--- src/rtl/game_outcome_judge.sv ---
// Per-level referee: countdown timer plus goal/hazard persistence filters, one verdict pulse per session.
// Define JUDGE_TIMEOUT_EN to enable the per-second countdown and timeout loss.
//
// state     | meaning
// S_IDLE    | not playing; counters held at 0, waits for game_state == 2
// S_ARMED   | session running; counters advance on frame_tick
// S_DECIDED | verdict issued; everything frozen until game_state leaves 2
module game_outcome_judge #(
   parameter int FRAMES_PER_SEC = 60,
   parameter int LEVEL0_SECONDS = 90,
   parameter int LEVEL1_SECONDS = 120,
   parameter int HAZARD_FRAMES  = 2,
   parameter int GOAL_FRAMES    = 1
) (
   input  logic       pixel_clk,
   input  logic       reset,
   input  logic [3:0] game_state,
   input  logic [1:0] selector_value,
   input  logic       frame_tick,
   input  logic       goal_hit,
   input  logic       hazard_hit,
   output logic       win_the_game,
   output logic       lose_the_game,
   output logic [7:0] time_left
);

   localparam logic [3:0] GOAL_TH = 4'(GOAL_FRAMES);
   localparam logic [3:0] HAZ_TH  = 4'(HAZARD_FRAMES);
   localparam logic [7:0] LIMIT0  = 8'(LEVEL0_SECONDS);
   localparam logic [7:0] LIMIT1  = 8'(LEVEL1_SECONDS);

   typedef enum logic [1:0] {
      S_IDLE,
      S_ARMED,
      S_DECIDED
   } state_t;

   state_t     state_q, state_d;
   logic [3:0] goal_q, goal_d;
   logic [3:0] haz_q, haz_d;
   logic [7:0] time_q, time_d;
   logic       win_q, win_d;
   logic       lose_q, lose_d;
   logic [3:0] goal_nxt;
   logic [3:0] haz_nxt;
   logic       timeout_hit;
   logic       playing;

`ifdef JUDGE_TIMEOUT_EN
   localparam int              FW         = $clog2(FRAMES_PER_SEC);
   localparam logic [FW-1:0]   FRAME_LAST = FW'(FRAMES_PER_SEC - 1);
   logic [FW-1:0] frame_q, frame_d;
`endif

   assign playing = (game_state == 4'd2);

   always_comb begin
      state_d     = state_q;
      goal_d      = goal_q;
      haz_d       = haz_q;
      time_d      = time_q;
      win_d       = 1'b0;
      lose_d      = 1'b0;
      goal_nxt    = goal_q;
      haz_nxt     = haz_q;
      timeout_hit = 1'b0;
`ifdef JUDGE_TIMEOUT_EN
      frame_d     = frame_q;
`endif
      case (state_q)
         S_IDLE: begin
            goal_d = 4'd0;
            haz_d  = 4'd0;
`ifdef JUDGE_TIMEOUT_EN
            frame_d = '0;
`endif
            if (playing) begin
               state_d = S_ARMED;
               time_d  = (selector_value == 2'd0) ? LIMIT0 : LIMIT1;
            end
         end
         S_ARMED: begin
            if (!playing) begin
               state_d = S_IDLE;
            end else if (frame_tick) begin
               // Filters saturate at threshold; a miss restarts the run.
               if (!goal_hit)             goal_nxt = 4'd0;
               else if (goal_q < GOAL_TH) goal_nxt = goal_q + 4'd1;
               if (!hazard_hit)           haz_nxt = 4'd0;
               else if (haz_q < HAZ_TH)   haz_nxt = haz_q + 4'd1;
               goal_d = goal_nxt;
               haz_d  = haz_nxt;
`ifdef JUDGE_TIMEOUT_EN
               if (frame_q == FRAME_LAST) begin
                  frame_d = '0;
                  if (time_q != 8'd0) begin
                     time_d      = time_q - 8'd1;
                     timeout_hit = (time_q == 8'd1);
                  end
               end else begin
                  frame_d = frame_q + 1'b1;
               end
`endif
               // Win has priority over any loss raised on the same tick.
               if (goal_nxt >= GOAL_TH) begin
                  win_d   = 1'b1;
                  state_d = S_DECIDED;
               end else if ((haz_nxt >= HAZ_TH) || timeout_hit) begin
                  lose_d  = 1'b1;
                  state_d = S_DECIDED;
               end
            end
         end
         S_DECIDED: begin
            if (!playing) state_d = S_IDLE;
         end
         default: state_d = S_IDLE;
      endcase
   end

   always_ff @(posedge pixel_clk) begin
      if (reset) begin
         state_q <= S_IDLE;
         goal_q  <= 4'd0;
         haz_q   <= 4'd0;
         time_q  <= 8'd0;
         win_q   <= 1'b0;
         lose_q  <= 1'b0;
`ifdef JUDGE_TIMEOUT_EN
         frame_q <= '0;
`endif
      end else begin
         state_q <= state_d;
         goal_q  <= goal_d;
         haz_q   <= haz_d;
         time_q  <= time_d;
         win_q   <= win_d;
         lose_q  <= lose_d;
`ifdef JUDGE_TIMEOUT_EN
         frame_q <= frame_d;
`endif
      end
   end

   assign win_the_game  = win_q;
   assign lose_the_game = lose_q;
   assign time_left     = time_q;

endmodule

--- config.mk ---
export PLATFORM = sky130hd
export DESIGN_NAME = game_outcome_judge
export DESIGN_NICKNAME = d
export VERILOG_FILES = /design/src/rtl/game_outcome_judge.sv
export SDC_FILE = /design/constraint.sdc
export NUM_CORES = 1
export LEC_CHECK = 0
export BUFFER_PORTS_ARGS = -buffer_cell sky130_fd_sc_hd__buf_2
export CORE_MARGIN = 2
export CORE_UTILIZATION = 25
export DETAILED_ROUTE_END_ITERATION = 6
export GPL_TIMING_DRIVEN = 0
export HOLD_SLACK_MARGIN = 0.02
export PLACE_DENSITY = 0.48
export SLEW_MARGIN = 0
export SYNTH_ARGS = -nofsm -noshare
export SYNTH_HDL_FRONTEND = slang
export SYNTH_SLANG_ARGS = --single-unit
--- constraint.sdc ---
create_clock -name pixel_clk -period 1.9 [get_ports pixel_clk]
set_input_delay 0.19 -clock pixel_clk [delete_from_list [all_inputs] [get_ports pixel_clk]]
set_output_delay 0.19 -clock pixel_clk [all_outputs]
set_load 0.05 [all_outputs]
==> flow_summary.toml, run 1 <==
[drt]
ant_nets = 0
drt_pass1_iterations = 3
drc = 0
drtIter0Drc = 23
routed_wl_um = 1530
route.detailed.wl_per_inst_um = 9.88
num_vias = 680
vias_per_cell = 4.39

[floorplanning]
die_area_um2 = 3600
core_area_um2 = 3030
fp.dieW_um = 60.0
die_h_um = 60.0
rows = 20
ioPinCount = 21
initial_utilization = 0.259

[hold_path]
hold_class = "in -> reg"

[finish]
drive_gt1_frac = 0.288
final_nets = 126
n_antenna_cell = 0
syn_to_final_growth_pct = 21.5
final_cells = 155
fillerInstances = 328

[clock_tree]
hold_buffers = 0
cts_resized = 0
clk_pin_slew_ns = 0.08
h-tree-depth = 1
root_buffer = "clkbuf_4"
clock_path_buffers = 2
clock-sinks = 15
cts_tree = "yes"
postCtsSetupRepairBufs = 0
clk_latency_ns = 0.28
cts_made_buffers = 3

[yosys]
synth.yosys.seq_area_share = 0.383
avgSynthCellArea_um2 = 8.81
syn_inst = 89
syn_area_um2 = 785
synth_edf_count = 0
synth_ff_type = "dfxtp_1"
async_flop_share = 0
synth-seq-cells = 15
yosysWarnings = 0
synth_cell_types = 37

[sta]
clock_skew_ns = 0.000248
max_freq_ghz = 0.632
finalCriticalPeriod_ns = 1.58
report.final.slew_viol_count = 0
timing.final.crit_share = 0.833
fin_setup_tns_ns = 0
finalHoldViolCount = 0
setup_viol = 0
rsz0062_at_grt = "false"

[setup_path]
worst-path-max-fanout = 4
slowest_stage = "dfxtp_1"
cp_cell_sequence = "inv_1 > ha_1 > nor4bb_1 > o21ai_1 > a21oi_1 > o21ai_0"
end_kind = "flip-flop"
cp-start-kind = "flip-flop"
crit_type = "reg -> reg"
cp.arrival_ns = 1.76
critical_path.max_stage_delay_ns = 0.37
cp.required_ns = 2.07

[grt]
grt_pass1_vias = 614
grt_pass1_wl_um = 2750
grt_max_degree = 10
gr-usage-all-layers = 0.104
antenna_found_initial = 0
grt_overflow_total = 0

[place]
dp_cells = 151
globalplace.congestion = 0.748
port-buffer-count = 16
dp_hpwl_um = 1260

[status]
status = "finished, final reports clean"

[run]
maxCapViolCount = 0

[pwr]
irDropWorstVdd_mv = 0.196
power.density_nw_per_um2 = 591
p_leak_nw = 0.411
metal layers:
layer,global-route usage,up-vias,share of wire
li1,-,352,-
met1,0.129,309,0.49
met2,0.160,15,0.44
met3,0.0325,4,0.044
met4,0.0571,0,0.023
met5,0,-,0
power breakdown:
group          leakage (nW)  internal [mW]  switching, mW
Combinational         0.275         0.0223         0.0432
Clock                0.0150         0.0815         0.0987
Sequential            0.121          0.316        0.00167
worst max-delay path: cells and delay by family (launching register included):
kind / cells / cell delay [ns]
AO/OA/AOI/OAI: 3 / 0.46
adder cells (fa/ha/maj): 1 / 0.31
buffers and inverters: 1 / 0.08
flip-flops: 1 / 0.37
AND/OR/NAND/NOR: 1 / 0.26
cells by family (layout without fill, tap and decap cells):
kind of cell               count (synthesis)  in the layout  share of synthesized area
and+or+nand+nor                           41             41                      0.322
AOI/OAI and AO/OA                         18             18                      0.155
DFF                                       15             15                      0.383
buffers and inverters                     10             30                     0.0734
adders and majority gates                  3              3                     0.0479
other                                      1              3                    0.00478
muxes                                      1              1                     0.0144
layout by cell type (no fill, tap or decap):
cell type  instances
o211ai_1           1
inv_2              1
clkbuf_4           3
nor3_1             2
o21ai_1            2
conb_1             3
and2_1             2
inv_1              3
o2bb2ai_1          1
nand4_1            1
a22o_1             1
buf_2             17
o21a_1             1
buf_4              5
nor2b_1            2
nand3_1            2
o221ai_1           1
dfxtp_1           15
a311o_2            1
clkbuf_1           1
nor4b_4            1
nor3b_1            2
a21oi_1            4
and3b_1            1
nand2_1            8
mux2_2             1
or4b_4             1
nor4bb_1           1
o21ai_0            3
or3_1              2
a21boi_0           1
or4_1              1
nand2b_1           1
nor2_1            11
nor3_2             2
a21boi_1           1
o31a_1             1
and4bb_1           1
ha_1               3
final timing paths:
| kind | endpoint | cells after the start | start | slack (ns) |
|---|---|---|---|---|
| worst min register to register | goal_q[2]$_SDFFE_PP0P_ | 2 | goal_q[2]$_SDFFE_PP0P_ | 0.48 |
| worst min-delay path | time_left[1]$_SDFFE_PP0P_ | 4 | selector_value[0] | 0.17 |
| worst max-delay path | state_q[1]$_SDFFE_PP0P_ | 6 | goal_q[0]$_SDFFE_PP0P_ | 0.32 |
| worst max register to register | state_q[1]$_SDFFE_PP0P_ | 6 | goal_q[0]$_SDFFE_PP0P_ | 0.32 |
state kept, by name, summed over array words and instances (netlist names):
| register | cells |
|---|---|
| state_q | 2 |
| haz_q | 4 |
| lose_the_game | 1 |
| time_left | 3 |
| win_the_game | 1 |
| goal_q | 4 |
cells in the mapped netlist (all sizes together), types with 2 or more instances:
| cell | number | area share |
|---|---|---|
| ha | 3 | 0.048 |
| nand2 | 8 | 0.038 |
| nor2b | 2 | 0.016 |
| nand3 | 2 | 0.013 |
| inv | 4 | 0.019 |
| or3 | 2 | 0.016 |
| nor2 | 11 | 0.053 |
| nor3b | 2 | 0.019 |
| dfxtp | 15 | 0.38 |
| o21ai | 5 | 0.032 |
| buf | 6 | 0.054 |
| and2 | 2 | 0.016 |
| a21oi | 4 | 0.026 |
| a21boi | 2 | 0.019 |
| nor3 | 4 | 0.038 |
metrics by stage:
step	setup slack [ns]	utilization	instance area [µm²]	total power, mW	hold WS, ns
floorplan	0.492	-	792	0.370	0.325
global placement	0.305	0.306	927	0.390	0.469
detailed placement	0.318	0.306	927	0.391	0.470
CTS	0.303	0.315	953	0.574	0.166
global route	0.102	0.315	953	0.602	0.174
finish	0.317	0.315	953	0.564	0.174
cell type report:
type	instances	area, µm²	area share
multi-input cells	66	434	0.455
clock buffers	4	26.3	0.0276
plain buffers	6	42.5	0.0446
well taps	44	55.1	0.0577
flip-flops and latches	15	300	0.315
repair buffers	16	80.1	0.0840
inverters	4	15.0	0.0157
No activity file was read; power rests on OpenSTA's default activity.
==> run 2: changes to the inputs <==
--- a/config.mk
+++ b/config.mk
@@ -5,13 +5,14 @@
 export SDC_FILE = /design/constraint.sdc
 export NUM_CORES = 1
 export LEC_CHECK = 0
+export ABC_AREA = 1
 export BUFFER_PORTS_ARGS = -buffer_cell sky130_fd_sc_hd__buf_2
 export CORE_MARGIN = 2
 export CORE_UTILIZATION = 25
 export DETAILED_ROUTE_END_ITERATION = 6
 export GPL_TIMING_DRIVEN = 0
 export HOLD_SLACK_MARGIN = 0.02
-export PLACE_DENSITY = 0.48
+export PLACE_DENSITY = 0.49
 export SLEW_MARGIN = 0
 export SYNTH_ARGS = -nofsm -noshare
 export SYNTH_HDL_FRONTEND = slang
==> constraint.sdc (replaced) <==
create_clock -name pixel_clk -period 1.3 [get_ports pixel_clk]
set_input_delay 0.13 -clock pixel_clk [delete_from_list [all_inputs] [get_ports pixel_clk]]
set_output_delay 0.13 -clock pixel_clk [all_outputs]
set_load 0.05 [all_outputs]
==> run 2 against run 1 <==
The run now ends with negative setup slack left. Die area is 4.3% higher. Clock skew is 0.0039 ns higher. Combinational power is 69% higher. Cell area is 24% higher. Non-clock buffer count is 12 higher. Largest power group unchanged.
==> flow_summary.toml, run 2 <==
[clock_tree]
clock-sinks = 15
root_buffer = "clkbuf_4"
clk_latency_ns = 0.28
cts_tree = "yes"
clock_path_buffers = 2
clk_pin_slew_ns = 0.09
h-tree-depth = 1
hold_buffers = 0
cts_made_buffers = 3

[sta]
rsz0062_at_grt = "true"
setup_viol = 2
report.final.slew_viol_count = 0
clock_skew_ns = 0.00414
max_freq_ghz = 0.747
finalCriticalPeriod_ns = 1.34
timing.final.crit_share = 1.03
setup_slack_ns = -0.0380
finalHoldViolCount = 0

[yosys]
synth_top_area_cell = "dfxtp_1"
synth_top_area_share = 0.366
muxShareOfSynthArea = 0
avgSynthCellArea_um2 = 7.26
synth_cell_types = 24
yosysWarnings = 0
yosys.area_share.adder = 0.0457
synth_top_family_by_area = "simple AND/OR/NAND/NOR gates"
yosys.cell_count.top_type = "nand2_1"
synth_area_leaders = "dfxtp_1, nand2_1, inv_1"
synth_ff_type = "dfxtp_1"
yosys.area_share.simple = 0.346
synth-seq-cells = 15
syn_area_um2 = 821
synth_compound_area_frac = 0.0915
synth.yosys.seq_area_share = 0.366
synth_common_cells = "nand2_1, inv_1, dfxtp_1, nand3_1, nor2_1"
syn_inst = 113
synth_edf_count = 0
async_flop_share = 0
synth_xor_area_frac = 0.0107

[floorplanning]
core_area_um2 = 3080
die_h_um = 61.3
ioPinCount = 21
die_area_um2 = 3760
rows = 20
fp.dieW_um = 61.3
initial_utilization = 0.267

[grt]
grt_pass1_wl_um = 2890
grt_pass1_vias = 691
gr-usage-all-layers = 0.105
grt_max_degree = 10
grt_overflow_total = 0
antenna_found_initial = 0

[finish]
multi_input_area_um2 = 510
final_cell_mix = "nand2_1, buf_4, buf_2"
register_area_um2 = 305
final_nets = 162
n_antenna_cell = 0
fillerInstances = 336
syn_to_final_growth_pct = 44.1
drive_gt1_frac = 0.490
finish.utilization = 0.384
layout_commonest_cell = "nand2_1"

[run]
maxCapViolCount = 0

[hold_path]
hold_start = "selector_value[0]"
hold_class = "in -> reg"
worst_hold_path.num_cells = 3

[pwr]
power.density_nw_per_um2 = 705
p_leak_nw = 0.551
irDropWorstVdd_mv = 0.516

[setup_path]
critical_path.max_stage_delay_ns = 0.33
crit_top_cell = "buf_4"
cp_cell_sequence = "buf_4 > ha_4 > nand3_2 > nand2_2 > buf_4 > buf_4 > buf_4 > nand3_2 > a21oi_1"
worst-path-max-fanout = 2
crit_type = "reg -> reg"
cp.required_ns = 1.45
r2r_cells = 9
crit_start = "goal_q[1]$_SDFFE_PP0P_"
crit-reg2reg-launch = "goal_q[1]$_SDFFE_PP0P_"
cp.arrival_ns = 1.49
end_kind = "flip-flop"
slowest_stage = "dfxtp_2"
reg2reg_slack_ns = -0.04
cp-start-kind = "flip-flop"

[drt]
drc = 0
num_vias = 801
drt_pass1_iterations = 4
vias_per_cell = 4.19
route.detailed.wl_per_inst_um = 9.58
routed_wl_um = 1830
ant_nets = 0
drtIter0Drc = 22

[place]
globalplace.congestion = 0.717
dp_hpwl_um = 1330
port-buffer-count = 16
place_ws_ns = -0.119

[status]
status = "complete, but fails checks"
violations = "negative setup slack"
[run 2: power breakdown]
group	internal (mW)	switching, mW
clock	0.119	0.139
combinational	0.0357	0.0749
sequential	0.463	0.00250
total	0.617	0.216
[run 2: critical path: cells and delay by family, from the launching register on]
kind / cells / cell delay, ns
adders and majority gates: 1 / 0.15
and+or+nand+nor: 3 / 0.19
DFF: 1 / 0.33
AOI/OAI and AO/OA: 1 / 0.05
buffers and inverters: 4 / 0.50
[run 2: layout make-up]
class / count / area share
Inverter: 18 / 0.0593
Multi-Input combinational cell: 76 / 0.432
Clock buffer: 4 / 0.0222
Sequential cell: 15 / 0.258
Timing Repair Buffer: 28 / 0.147
Tap cell: 44 / 0.0466
Buffer: 6 / 0.0349
[run 2: path summary, 6_finish.rpt]
kind,to
worst max-delay path,goal_q[2]$_SDFFE_PP0P_
worst min-delay path,time_left[5]$_SDFFE_PP0P_
worst min register to register,haz_q[3]$_SDFFE_PP0P_
worst max register to register,goal_q[2]$_SDFFE_PP0P_
[run 2: kinds of logic (layout without fill, tap and decap cells)]
kind of cell	count (synthesis)	count (layout)
compound gates	12	12
xor+xnor	1	1
fa+ha+maj	3	3
buf+inv	24	56
flops	15	15
other cells	1	3
simple gates	57	57
[run 2: stage by stage]
stage | hold slack (ns) | power (mW) | cell area (µm²) | TNS (ns) | std cells
after floorplan | 0.252 | 0.550 | 830 | 0 | 115
after global placement | 0.365 | 0.579 | 965 | -0.214 | 175
after detailed placement | 0.385 | 0.580 | 965 | -0.305 | 175
after CTS | 0.0914 | 0.842 | 1090 | -0.151 | 187
after global routing | 0.110 | 0.881 | 1180 | -0.524 | 191
final | 0.102 | 0.834 | 1180 | -0.0486 | 191
[run 2: metal layers]
layer,global-route usage,part of all wire
met2,0.172,0.51
met5,0,0
met1,0.134,0.43
met4,0.0186,0.0077
met3,0.0378,0.050
[run 2: timing repair]
item                                    CTS  global route
pin swaps                                 7            11
gates resized for setup                   8            19
setup buffers                             8             4
endpoints found under the setup margin    4             9
==> run 3: changes to the inputs <==
--- a/config.mk
+++ b/config.mk
@@ -5,7 +5,7 @@
 export SDC_FILE = /design/constraint.sdc
 export NUM_CORES = 1
 export LEC_CHECK = 0
-export ABC_AREA = 1
+export ABC_AREA = 0
 export BUFFER_PORTS_ARGS = -buffer_cell sky130_fd_sc_hd__buf_2
 export CORE_MARGIN = 2
 export CORE_UTILIZATION = 25
==> run 3 against run 2 <==
The run still ends with negative setup slack left. Clock skew shrank 0.0032 ns. Cell area shrank 10%. Combinational power down 11%. Setup slack got worse by 0.023 ns. Sequential share of layout area grew 3.2 points. Final cell count fell by 16%. First-iteration DRC count fell by 50%. Wire length shrank 8.1%. Register-to-register slack got worse by 0.02 ns. Utilization decreased by 3.4 points. Total power shrank 0.99%. Largest power group unchanged. Highest routed layer unchanged.
==> flow_summary.toml, run 3 (same netlist as run 1, synthesis figures left out) <==
[pwr]
total_power_mw = 0.825
power_frac_comb = 0.119
irDropWorstVdd_mv = 0.242
p_leak_nw = 0.443
power.switching_mw = 0.218
power.density_nw_per_um2 = 779
swShare = 0.264
p_seq_frac = 0.560
power_frac_clock = 0.320
internal_power_mw = 0.607

[finish]
finish.utilization = 0.350
n_antenna_cell = 0
final_nets = 131
final_cell_mix = "buf_2, nor2_1, dfxtp_1"
design_area_um2 = 1060
final_cells = 160
drive_gt1_frac = 0.440
syn_to_final_growth_pct = 35.1
layout_commonest_cell = "buf_2"

[grt]
grt_max_degree = 10
antenna_found_initial = 0
grt_pass1_wl_um = 2820
grt_pass1_vias = 680
grt_overflow_total = 0
gr-usage-all-layers = 0.104

[setup_path]
crit_family = "flip-flops"
end_kind = "flip-flop"
cp.required_ns = 1.52
crit_type = "reg -> reg"
cp.arrival_ns = 1.59
cp-start-kind = "flip-flop"
worst-path-max-fanout = 8
worst-path-buf-inv = 0
r2r_cells = 4
critical_path.max_stage_delay_ns = 0.47
slowest_stage = "dfxtp_1"
r2r_end = "goal_q[0]$_SDFFE_PP0P_"
crit-reg2reg-launch = "state_q[0]$_SDFFE_PP0P_"
cp_cell_sequence = "and4bb_1 > nand3_1 > o21ai_1 > mux2_2"
reg2reg_slack_ns = -0.06

[drt]
drt_pass1_iterations = 4
routed_wl_um = 1680
drc = 0
drtIter0Drc = 11
ant_nets = 0
route.detailed.wl_per_inst_um = 10.5
vias_per_cell = 4.50
num_vias = 720

[clock_tree]
cts_made_buffers = 3
clk_latency_ns = 0.28
cts_tree = "yes"
h-tree-depth = 1
root_buffer = "clkbuf_4"
clock_path_buffers = 2
hold_buffers = 0
clock-sinks = 15
clk_pin_slew_ns = 0.09

[sta]
finalCriticalPeriod_ns = 1.36
report.final.slew_viol_count = 0
finalHoldViolCount = 0
clock_skew_ns = 0.000947
setup_viol = 4
rsz0062_at_grt = "true"
max_freq_ghz = 0.735
timing.final.crit_share = 1.05
setup_slack_ns = -0.0609

[status]
status = "complete, but fails checks"
violations = "negative setup slack"

[place]
place_ws_ns = -0.203
placed_area_um2 = 930
dp_hpwl_um = 1300
port-buffer-count = 16
globalplace.congestion = 0.763
dp_cells = 151

[hold_path]
worst_hold_path.num_cells = 4
hold_class = "in -> reg"
hold_start = "selector_value[0]"
holdPathEnd = "time_left[1]$_SDFFE_PP0P_"

[floorplanning]
fp.dieW_um = 60.0
ioPinCount = 21
die_h_um = 60.0
die_area_um2 = 3600
core_area_um2 = 3030
rows = 20
initial_utilization = 0.259

[run]
maxCapViolCount = 0
run 3: through the flow:
| step | TNS, ns | hold WS [ns] |
|---|---|---|
| after floorplan | -0.0778 | 0.265 |
| after global placement | -1.13 | 0.404 |
| after detailed placement | -1.30 | 0.416 |
| after CTS | -0.328 | 0.109 |
| after global routing | -0.761 | 0.128 |
| final | -0.197 | 0.118 |
run 3: power groups by stage:
| stage | combinational, mW | clock, mW | sequential (mW) |
|---|---|---|---|
| 3_5_place_dp | 0.0968 | 0 | 0.476 |
| 5_1_grt | 0.106 | 0.300 | 0.463 |
| 3_3_place_gp | 0.0952 | 0 | 0.475 |
| 2_1_floorplan | 0.0571 | 0 | 0.484 |
| 4_1_cts | 0.0979 | 0.277 | 0.465 |
| 6_report | 0.0984 | 0.264 | 0.463 |
run 3: tightest hold or removal path: cells and delay by family:
family,cells,cell delay [ns]
compound gates,1,0.05
buf+inv,1,0.07
simple gates,2,0.10
run 3: area by class of cell:
class	instances	area, µm²
multi-input combinational	66	492
clock inverter	1	5.00
fill	320	1970
sequential	15	308
inverter	4	17.5
clock buffer	3	22.5
tap	44	55.1
buffer	6	42.5
timing repair buffer	21	118
run 3: worst max path at each step:
| stage | from | endpoint | slack (ns) | depth (start not counted) |
|---|---|---|---|---|
| after floorplan | goal_q[1]$_SDFFE_PP0P_ | state_q[1]$_SDFFE_PP0P_ | -0.04 | 6 |
| after global placement | goal_q[1]$_SDFFE_PP0P_ | state_q[1]$_SDFFE_PP0P_ | -0.18 | 6 |
| after detailed placement | goal_q[1]$_SDFFE_PP0P_ | state_q[1]$_SDFFE_PP0P_ | -0.20 | 6 |
| after CTS | goal_q[0]$_SDFFE_PP0P_ | state_q[1]$_SDFFE_PP0P_ | -0.11 | 6 |
| after global routing | state_q[0]$_SDFFE_PP0P_ | goal_q[0]$_SDFFE_PP0P_ | -0.16 | 4 |
| final | state_q[0]$_SDFFE_PP0P_ | goal_q[0]$_SDFFE_PP0P_ | -0.06 | 4 |
run 3: metal layers:
metal	up-vias	track usage	part of all wire
li1	364	-	-
met1	342	0.120	0.44
met2	12	0.180	0.52
met3	2	0.0195	0.029
met4	0	0.0540	0.015
met5	-	0	0
run 3: what timing repair did:
action                                  in CTS  in global routing
gates cloned                                 0                  0
gates resized for setup                      7                  8
setup buffers                                4                  1
endpoints found under the setup margin       7                  9
pin swaps                                    3                  5
